[src/rtl/serial_adder.sv]
// Multi-cycle adder/subtractor: DIGIT bits per clock through a ripple slice with a
// registered carry, valid/ready handshakes on operand input and result output.
module serial_adder #(
  parameter int WIDTH = 16,
  parameter int DIGIT = 4
) (
  input  logic             clk_i,
  input  logic             rst_ni,
  input  logic             in_valid_i,
  output logic             in_ready_o,
  input  logic [WIDTH-1:0] a_i,
  input  logic [WIDTH-1:0] b_i,
  input  logic             cin_i,
  input  logic             sub_i,
  output logic             out_valid_o,
  input  logic             out_ready_i,
  output logic [WIDTH-1:0] sum_o,
  output logic             cout_o,
  output logic             ovf_o,
  output logic [1:0]       state_o
);

  // Handshake: a transfer happens on a rising edge where valid && ready; the
  // producer holds in_valid and operands until accepted, and the result stays
  // stable with out_valid high until out_ready is sampled high.

  localparam int N  = WIDTH / DIGIT;
  localparam int KW = (N > 1) ? $clog2(N) : 1;

  localparam logic [1:0] S_IDLE = 2'd0;
  localparam logic [1:0] S_RUN  = 2'd1;
  localparam logic [1:0] S_DONE = 2'd2;

  if (DIGIT < 1 || DIGIT > WIDTH || (WIDTH % DIGIT) != 0) begin : g_bad_param
    $error("serial_adder: DIGIT must divide WIDTH and lie in 1..WIDTH");
  end

  logic [1:0]       state_q, state_d;
  logic [KW-1:0]    k_q, k_d;
  logic             carry_q, carry_d;
  logic [WIDTH-1:0] a_q, a_d;
  logic [WIDTH-1:0] bx_q, bx_d;
  logic [WIDTH-1:0] sum_q, sum_d;
  logic             cout_q, cout_d;
  logic             ovf_q, ovf_d;

  logic [DIGIT-1:0] a_dig;
  logic [DIGIT-1:0] b_dig;
  logic [DIGIT:0]   slice;
  logic             last_dig;

  always_comb begin
    a_dig = '0;
    b_dig = '0;
    for (int i = 0; i < N; i++) begin
      if (k_q == KW'(i)) begin
        a_dig = a_q[i*DIGIT +: DIGIT];
        b_dig = bx_q[i*DIGIT +: DIGIT];
      end
    end
    slice    = {1'b0, a_dig} + {1'b0, b_dig} + {{DIGIT{1'b0}}, carry_q};
    last_dig = (k_q == KW'(N - 1));
  end

  always_comb begin
    state_d = state_q;
    k_d     = k_q;
    carry_d = carry_q;
    a_d     = a_q;
    bx_d    = bx_q;
    sum_d   = sum_q;
    cout_d  = cout_q;
    ovf_d   = ovf_q;
    case (state_q)
      S_IDLE: begin
        if (in_valid_i) begin
          // Subtraction is a + ~b + 1, so the borrow-in flips into a carry-in.
          a_d     = a_i;
          bx_d    = sub_i ? ~b_i : b_i;
          carry_d = cin_i ^ sub_i;
          k_d     = '0;
          state_d = S_RUN;
        end
      end
      S_RUN: begin
        for (int i = 0; i < N; i++) begin
          if (k_q == KW'(i)) begin
            sum_d[i*DIGIT +: DIGIT] = slice[DIGIT-1:0];
          end
        end
        carry_d = slice[DIGIT];
        if (last_dig) begin
          cout_d  = slice[DIGIT];
          ovf_d   = (a_q[WIDTH-1] == bx_q[WIDTH-1]) && (slice[DIGIT-1] != a_q[WIDTH-1]);
          k_d     = '0;
          state_d = S_DONE;
        end else begin
          k_d = k_q + KW'(1);
        end
      end
      S_DONE: begin
        if (out_ready_i) begin
          state_d = S_IDLE;
        end
      end
      default: state_d = S_IDLE;
    endcase
  end

  always_ff @(posedge clk_i) begin
    if (!rst_ni) begin
      state_q <= S_IDLE;
      k_q     <= '0;
      carry_q <= 1'b0;
      a_q     <= '0;
      bx_q    <= '0;
      sum_q   <= '0;
      cout_q  <= 1'b0;
      ovf_q   <= 1'b0;
    end else begin
      state_q <= state_d;
      k_q     <= k_d;
      carry_q <= carry_d;
      a_q     <= a_d;
      bx_q    <= bx_d;
      sum_q   <= sum_d;
      cout_q  <= cout_d;
      ovf_q   <= ovf_d;
    end
  end

  assign in_ready_o  = (state_q == S_IDLE) && rst_ni;
  assign out_valid_o = (state_q == S_DONE);
  assign sum_o       = sum_q;
  assign cout_o      = cout_q;
  assign ovf_o       = ovf_q;
  assign state_o     = state_q;

endmodule

[config.mk]
export PLATFORM = sky130hd
export DESIGN_NAME = serial_adder
export DESIGN_NICKNAME = d
export VERILOG_FILES = /design/src/rtl/serial_adder.sv
export SDC_FILE = /design/constraint.sdc
export NUM_CORES = 1
export LEC_CHECK = 0
export CORE_MARGIN = 2
export CORE_UTILIZATION = 56
export CTS_BUF_LIST = sky130_fd_sc_hd__clkbuf_2 sky130_fd_sc_hd__clkbuf_4 sky130_fd_sc_hd__clkbuf_8
export DETAILED_ROUTE_END_ITERATION = 12
export PLACE_DENSITY = 0.95
export RECOVER_POWER = 100
export SETUP_SLACK_MARGIN = 0.05
export SLEW_MARGIN = 20
export SYNTH_ARGS = -nofsm -noshare
export SYNTH_HDL_FRONTEND = slang
export SYNTH_SLANG_ARGS = --single-unit
export TNS_END_PERCENT = 10
[constraint.sdc]
create_clock -name clk_i -period 8.1 [get_ports clk_i]
set_clock_uncertainty 0.15 [all_clocks]
set_input_delay 1.62 -clock clk_i [delete_from_list [all_inputs] [get_ports clk_i]]
set_output_delay 1.62 -clock clk_i [all_outputs]
set_load 0.02 [all_outputs]
==> out/metrics.yaml <==
grt_max_degree: 60
dpl.cell_count: 405
async_flop_share: 0
cts_tree: "done"
ys_warn_count: 0
synth_nets: 361
root_buffer: "clkbuf_8"
h-tree-depth: 2
hold_class: "flip-flop to flip-flop"
synth_top_flop_cell: "dfxtp_1"
synthTopCellsByCount: "78 x nand2_1, 55 x dfxtp_1, 24 x o211a_1"
timing.final.crit_share: 0.792
routedWlPerCell_um: 13.5
p_per_area_nw_per_um2: 169
io_pins: 60
antenna_found_initial: 0
drive_above_1_share: 0.0334
r2r_cells: 12
track_usage: 0.229
finalHoldViolCount: 0
worstPathMaxFanout: 59
rr_startpoint: "k_q[0]$_SDFFE_PN0P_"
cts_resized: 0
drt_iter0_markers: 177
grt_pass1_vias: 2205
dpl_worst_slack_ns: 2.95
synth-seq-cells: 55
cap_violations: 1
startpoint_type: "input port"
grt_pass1_wl_um: 9690
synth-seq-area-share: 0.407
cp.required_ns: 6.33
avgSynthCellArea_sq_um: 8.61
fmax_mhz: 156
grt-ovfl-total: 0
via_count: 2279
relSlewSlack: -0.471
r2r-end: "carry_q$_SDFFE_PN0P_"
critical_path_class: "input port to output port"
clock_latency_ns: 0.31
antennaDiodeCount: 0
synth_top_area_share: 0.407
layoutNonFillerInstCount: 413
clockBufferDepth: 2
die_y_um: 73.5
violations: "capacitance limit, slew limit"
postRouteAntennaNets: 0
r2r_slack_ns: 4.77
drc_errors: 0
cts_buffers: 5
finalPower_uw: 570
post-cts-setup-buffer-count: 0
crit_end: "in_ready_o"
clk_pin_slew_ns: 0.09
io_buffers: 59
n_fill_cell: 355
routabilityCongestion: 0.855
nets: 405
rsz0062_at_grt: "no"
cts_num_sinks: 55
end_kind: "output port"
area_growth_pct: 24.6
drt_pass1_iterations: 4
fp.dieW_um: 73.5
cp-startpoint: "rst_ni"
fin_crit_ns: 6.42
setup_ws_ns: 1.68
die-area_sq_um: 5400
start_util: 0.576
synth_most_common_cell: "nand2_1"
core_sq_um: 4690
synth_cell_types: 34
rows: 25
syn_inst: 314
p_leak_uw: 0.00152
cts-hold-fix-buffers: 0
setup_viol: 0
outcome: "finished with violations"
vias_per_cell: 5.52
irDropWorstVdd_v: 0.000118
fin_util: 0.718
synth-edff-count: 0
synth_area_sq_um: 2700
synthTopCellsByArea: "dfxtp_1 41%, nand2_1 11%, o211a_1 8.9%, xnor2_1 5.5%, a21boi_0 4.4%"
crit_arrival_ns: 4.65
detailedPlacementHpwl_um: 3960
routed_wl_um: 5590
maxSlewViolCount: 60
worst_slew_pin_slew_ns: 2.21
tns_ns: 0
yosysTopAreaCell: "dfxtp_1"
placed cells by master, fill, tap and decap left out, drive strengths merged:
cell	synthesis	final
nor2	4	4
nand3b	8	8
a22oi	2	2
xnor2	17	17
a21oi	18	18
nand2	78	78
o211ai	1	1
o21ai	9	9
nor2b	12	12
inv	6	6
clkbuf	13	9
o21bai	1	1
nor3	2	2
fa	2	2
dfxtp	55	55
and3b	1	1
or2	1	1
xor2	1	1
a31oi	1	1
and2b	1	1
o22ai	4	4
nand2b	2	2
a221oi	2	2
dlygate4sd3	0	21
or4	1	1
a21boi	17	17
a21o	1	1
and2	5	5
o211a	24	24
o21a	2	2
ha	7	7
buf	11	1
clkdlybuf4s50	0	38
mux2i	5	5
through the flow:
stage               instance area (sq um)  hold WS (ns)
global placement                     3270         0.301
CTS                                  3370         0.320
finish                               3370         0.316
floorplan                            2700         0.289
global route                         3370         0.340
detailed placement                   3270         0.306
worst min-delay path by stage:
stage	end	startpoint	cells past startpoint
finish	sum_o[7]$_SDFFE_PN0P_	sum_o[7]$_SDFFE_PN0P_	2
CTS	a_q[0]$_SDFFE_PN0P_	a_q[0]$_SDFFE_PN0P_	2
global placement	a_q[0]$_SDFFE_PN0P_	a_q[0]$_SDFFE_PN0P_	2
floorplan	a_q[0]$_SDFFE_PN0P_	a_q[0]$_SDFFE_PN0P_	2
global route	sum_o[3]$_SDFFE_PN0P_	sum_o[3]$_SDFFE_PN0P_	2
detailed placement	a_q[0]$_SDFFE_PN0P_	a_q[0]$_SDFFE_PN0P_	2
routing by layer:
layer | routed length [um] | share of wire | global-route usage
met5 | 0 | 0 | 0
met4 | 95 | 0.017 | 0.0788
met3 | 304 | 0.054 | 0.0576
met2 | 2770 | 0.49 | 0.383
met1 | 2420 | 0.43 | 0.287
report_power, final:
part | switching, uW | internal [uW]
Combinational | 53.3 | 54.2
Clock | 86.0 | 81.6
Sequential | 9.37 | 285
state kept, by name, indices dropped and copies added, names as in the netlist:
name,count
ovf_o,1
k_q,2
a_q,16
cout_o,1
state_o,2
bx_q,16
sum_o,16
carry_q,1
cells by family after synthesis:
kind of cell	Yosys count	share of synthesized area
AND/OR/NAND/NOR	115	0.196
XOR/XNOR	18	0.0583
adder cells (fa/ha/maj)	9	0.0472
AO/OA/AOI/OAI	82	0.224
multiplexers	5	0.0185
buffers and inverters	30	0.0486
flip-flops	55	0.407
critical path, stage by stage:
cell and delay (ns):
clkdlybuf4s50_1 0.45, clkbuf_1 1.57, nand2b_1 0.19, nor2_1 0.17, clkdlybuf4s50_1 0.62
layout make-up:
class / count / area, sq um / area share
flip-flops and latches: 55 / 1100 / 0.327
clock buffers: 8 / 104 / 0.0308
well taps: 54 / 67.6 / 0.0201
multi-input cells: 229 / 1470 / 0.437
inverters: 6 / 22.5 / 0.00669
repair buffers: 61 / 602 / 0.179
No activity file was read; power rests on OpenSTA's default activity.
